[config.mk]
export PLATFORM = sky130hd
export DESIGN_NAME = fifo_drain
export DESIGN_NICKNAME = d
export VERILOG_FILES = /design/src/rtl/fifo_drain.sv
export SDC_FILE = /design/constraint.sdc
export NUM_CORES = 1
export LEC_CHECK = 0
export CAP_MARGIN = 10
export CORE_MARGIN = 5
export CORE_UTILIZATION = 54
export CTS_CLUSTER_DIAMETER = 200
export DETAILED_ROUTE_END_ITERATION = 7
export PLACE_DENSITY = 0.95
export SLEW_MARGIN = 20
export SYNTH_ARGS = -nofsm -noshare
export SYNTH_HDL_FRONTEND = slang
export SYNTH_SLANG_ARGS = --single-unit
[constraint.sdc]
create_clock -name rclk -period 3.8 [get_ports rclk]
set_input_delay 0.76 -clock rclk [delete_from_list [all_inputs] [get_ports rclk]]
set_output_delay 0.76 -clock rclk [all_outputs]
set_load 0.1 [all_outputs]
[src/rtl/fifo_drain.sv]
// Drains up to len words from a fall-through FIFO into a valid/ready downstream port.
// The output stage is one register deep, and the next word is popped in the cycle the current
// one is accepted.
module fifo_drain #(
    parameter int unsigned DW = 4,
    parameter int unsigned LW = 8
) (
    input  logic          rclk,
    input  logic          rst_ni,
    input  logic          start_i,
    input  logic [LW-1:0] len_i,
    input  logic          abort_i,
    input  logic          empty_i,
    input  logic [DW-1:0] fdat_i,
    output logic          ren_o,
    output logic          vld_o,
    output logic [DW-1:0] dat_o,
    input  logic          rdy_i,
    output logic          busy_o,
    output logic          done_o,
    output logic [LW-1:0] cnt_o
);

    typedef enum logic [1:0] {StIdle, StRun, StDone} state_e;

    state_e        state_q, state_d;
    logic [LW-1:0] pop_left_q, pop_left_d;
    logic [LW-1:0] len_q, len_d;
    logic [LW-1:0] cnt_q, cnt_d;
    logic          vld_q, vld_d;
    logic [DW-1:0] dat_q, dat_d;
    logic          hs, last_hs, ren;

    assign hs      = vld_q & rdy_i;
    assign ren     = (state_q == StRun) & ~empty_i & (pop_left_q != '0) & (~vld_q | rdy_i)
                     & ~abort_i;
    // The handshake that completes the transfer; cnt_q < len_q in RUN, so no wrap.
    assign last_hs = hs & ((cnt_q + LW'(1)) == len_q);

    always_comb begin
        state_d    = state_q;
        pop_left_d = pop_left_q;
        len_d      = len_q;
        cnt_d      = cnt_q;
        vld_d      = vld_q;
        dat_d      = dat_q;

        if (hs) begin
            cnt_d = cnt_q + LW'(1);
        end

        if (ren) begin
            dat_d      = fdat_i;
            vld_d      = 1'b1;
            pop_left_d = pop_left_q - LW'(1);
        end else if (hs) begin
            vld_d = 1'b0;
        end

        unique case (state_q)
            StIdle: begin
                if (start_i) begin
                    cnt_d      = '0;
                    len_d      = len_i;
                    pop_left_d = len_i;
                    state_d    = (len_i == '0) ? StDone : StRun;
                end
            end
            StRun: begin
                if (abort_i) begin
                    // A word sitting in the output register is dropped, not delivered.
                    vld_d   = 1'b0;
                    state_d = StDone;
                end else if (last_hs) begin
                    state_d = StDone;
                end
            end
            StDone: begin
                state_d = StIdle;
            end
            default: begin
                state_d = StIdle;
            end
        endcase
    end

    always_ff @(posedge rclk or negedge rst_ni) begin
        if (!rst_ni) begin
            state_q    <= StIdle;
            pop_left_q <= '0;
            len_q      <= '0;
            cnt_q      <= '0;
            vld_q      <= 1'b0;
            dat_q      <= '0;
        end else begin
            state_q    <= state_d;
            pop_left_q <= pop_left_d;
            len_q      <= len_d;
            cnt_q      <= cnt_d;
            vld_q      <= vld_d;
            dat_q      <= dat_d;
        end
    end

    assign ren_o  = ren;
    assign vld_o  = vld_q;
    assign dat_o  = dat_q;
    assign busy_o = (state_q != StIdle);
    assign done_o = (state_q == StDone);
    assign cnt_o  = cnt_q;

endmodule

==> results.toml <==
[detailed_routing]
wirelength_mm = 3.74
drc = 0
antenna_left = 0
vias_per_cell = 5.67
first_pass_iters = 4
avgRoutedWirePerCell_um = 15.5
drt_iter0_drc = 87
vias = 1367

[placed_design]
hpwlAfterDp_mm = 2.80
place_congestion = 0.801
io_buffers = 33

[power]
power_density_nw_per_um2 = 769
p_int_uw = 799
ir_drop_uv = 428
p_switching_uw = 781
swShare = 0.494
power_frac_seq = 0.358
power.leakage_uw = 0.000862
combPwrFrac = 0.518
pwr-share-clk = 0.124

[synth]
syn_nets = 191
syn_avg_cell_area_um2 = 9.55
yosys_warnings = 0
synth-seq-cells = 31
synth_cells = 170
synth_area_um2 = 1620
ys_seq_area_frac = 0.478
yosysUniqueCellTypes = 32

[finish]
insertedDiodeCount = 0
fin_nets = 229
area_growth_pct = 26.5
drive_gt1_frac = 0.0625

[timing]
setup_viol = 0
fin_skew_ps = 12.0
rsz0062_at_grt = "false"
final_min_period_over_clock_period = 0.789
tightest_slew_ps = 977
fmax_ghz = 0.333
final_max_slew_viol_count = 0
setup_tns_ps = 0
whs_ps = 496
relSlewSlack = 0.346
post-route-min-period_ps = 3000
final-hold-violation-count = 0

[clock_tree]
cts_sinks = 31
clock_path_buffers = 2
clkTransAtPathRegs_ps = 90
htreeDepth = 2
holdBufCountCts = 0
cts_buffers = 5
clockRootBuffer = "clkbuf_4"
clk_latency_ps = 340
cts_tree = "done"
post-cts-setup-buffer-count = 0
cts_resized = 0

[setup_path]
end_kind = "output pin"
critPathRequiredTime_ps = 3040
crit_path_end = "ren_o"
crit_type = "in2out"
r2r_slack_ps = 1760
crit_start = "abort_i"
r2r-start = "pop_left_q[0]$_DFF_PN0_"
r2r_cells = 8
timing.rr.end = "pop_left_q[6]$_DFF_PN0_"
arrival_ps = 2240
cp-start-kind = "primary input"
cp_max_fo = 4

[floorplan]
die_x_um = 64.8
coreArea_um2 = 2980
dieArea_um2 = 4200
std_cell_rows = 20
die_h_um = 64.8
ios = 34
start_util = 0.545

[status]
status = "finished, final reports clean"

[global_route]
grt_overflow = 0
grtUsageTotal = 0.203
antenna_found_initial = 0
grt_pass1_vias = 1403
grt_pass1_wl_mm = 6.45
grt_max_degree = 32

[min_path]
min_path_type = "reg2reg"

[flow_run]
cap_viol_max_count = 0
state kept, by name (all words and copies together), names as in the netlist:
signal / flops
cnt_o: 8
len_q: 8
pop_left_q: 8
dat_o: 4
state_q: 2
vld_o: 1
cell usage in the layout (no fill, tap or decap), drive strengths merged, types with 2 or more instances in the layout:
cell type,synthesis,final
ha,3,3
buf,1,3
nand2,34,34
clkdlybuf4s50,0,32
nor2,13,13
nand3,8,8
nor3,6,6
mux2,4,4
clkbuf,3,6
a21oi,5,5
xnor2,10,10
dfrtp,31,31
a31oi,2,2
inv,5,5
or3,3,3
nor4,5,5
nor2b,3,3
nor4b,2,2
o21ai,9,9
xor2,12,12
final cells by class:
cell class,instances,area (um^2)
Clock buffer,6,51.3
Multi-Input combinational cell,130,807
Clock inverter,1,5.00
Fill cell,211,923
Inverter,5,18.8
Tap cell,33,41.3
Timing Repair Buffer,35,355
Sequential cell,31,776
routing by layer:
layer  global-route usage  share of wire  vias up
met4               0.0950          0.021        0
li1                     -              -      656
met2                0.299           0.50       35
met1                0.269           0.44      666
met5                    0              0        -
met3               0.0676          0.046       10
metrics by stage:
| step | cells | util | total power [uW] | cell area [um^2] | setup WS (ps) |
|---|---|---|---|---|---|
| global placement | 234 | 0.671 | 1360 | 2000 | 814 |
| detailed placement | 234 | 0.671 | 1390 | 2000 | 797 |
| global route | 241 | 0.690 | 1680 | 2050 | 761 |
| floorplan | 170 | - | 1180 | 1620 | 1200 |
| CTS | 241 | 0.690 | 1590 | 2050 | 792 |
| finish | 241 | 0.690 | 1580 | 2050 | 801 |
Yosys cell counts, drive strengths merged:
cell type	number	area share
nand2	34	0.079
dfrtp	31	0.48
nor2	13	0.030
xor2	12	0.065
xnor2	10	0.054
o21ai	9	0.028
nand3	8	0.025
nor3	6	0.018
a21oi	5	0.015
inv	5	0.012
nor4	5	0.019
mux2	4	0.028
clkbuf	3	0.0069
ha	3	0.023
nor2b	3	0.012
or3	3	0.012
a31oi	2	0.0077
nor4b	2	0.015
a2111oi	1	0.017
a41oi	1	0.0054
and2	1	0.0039
buf	1	0.0069
mux2i	1	0.0062
nand4	1	0.0039
nor3b	1	0.0046
o211ai	1	0.0046
o21bai	1	0.0046
o311ai	1	0.0054
o41ai	1	0.0054
or3b	1	0.0069
worst min-delay path by stage:
stage                         startpoint                   end  slack [ps]  cells after the start
global route        dat_o[1]$_DFFE_PN0N_  dat_o[1]$_DFFE_PN0N_         520                      1
floorplan                         rst_ni    cnt_o[0]$_DFF_PN0_         460                      0
detailed placement  dat_o[3]$_DFFE_PN0N_  dat_o[3]$_DFFE_PN0N_         480                      1
CTS                 dat_o[1]$_DFFE_PN0N_  dat_o[1]$_DFFE_PN0N_         500                      1
finish              dat_o[1]$_DFFE_PN0N_  dat_o[1]$_DFFE_PN0N_         500                      1
global placement    dat_o[2]$_DFFE_PN0N_  dat_o[2]$_DFFE_PN0N_         470                      1
worst max-delay path, stage by stage:
cell and delay, ps:
clkdlybuf4s50_1 420, or3b_4 440, a2111oi_4 380, buf_12 230
power by group through the flow:
stage / clock (uW) / combinational (uW) / sequential, uW
CTS: 199 / 824 / 564
global route: 214 / 881 / 583
floorplan: 0 / 416 / 764
finish: 197 / 819 / 565
detailed placement: 0 / 818 / 570
global placement: 0 / 795 / 565
cells by family after synthesis:
kind of cell / synth area share
flip-flops: 0.478
multiplexers: 0.0339
AND/OR/NAND/NOR: 0.228
buffers and inverters: 0.0254
adder cells (fa/ha/maj): 0.0231
AO/OA/AOI/OAI: 0.0932
XOR/XNOR: 0.119
Note: power is estimated with default switching activity, not from simulation.
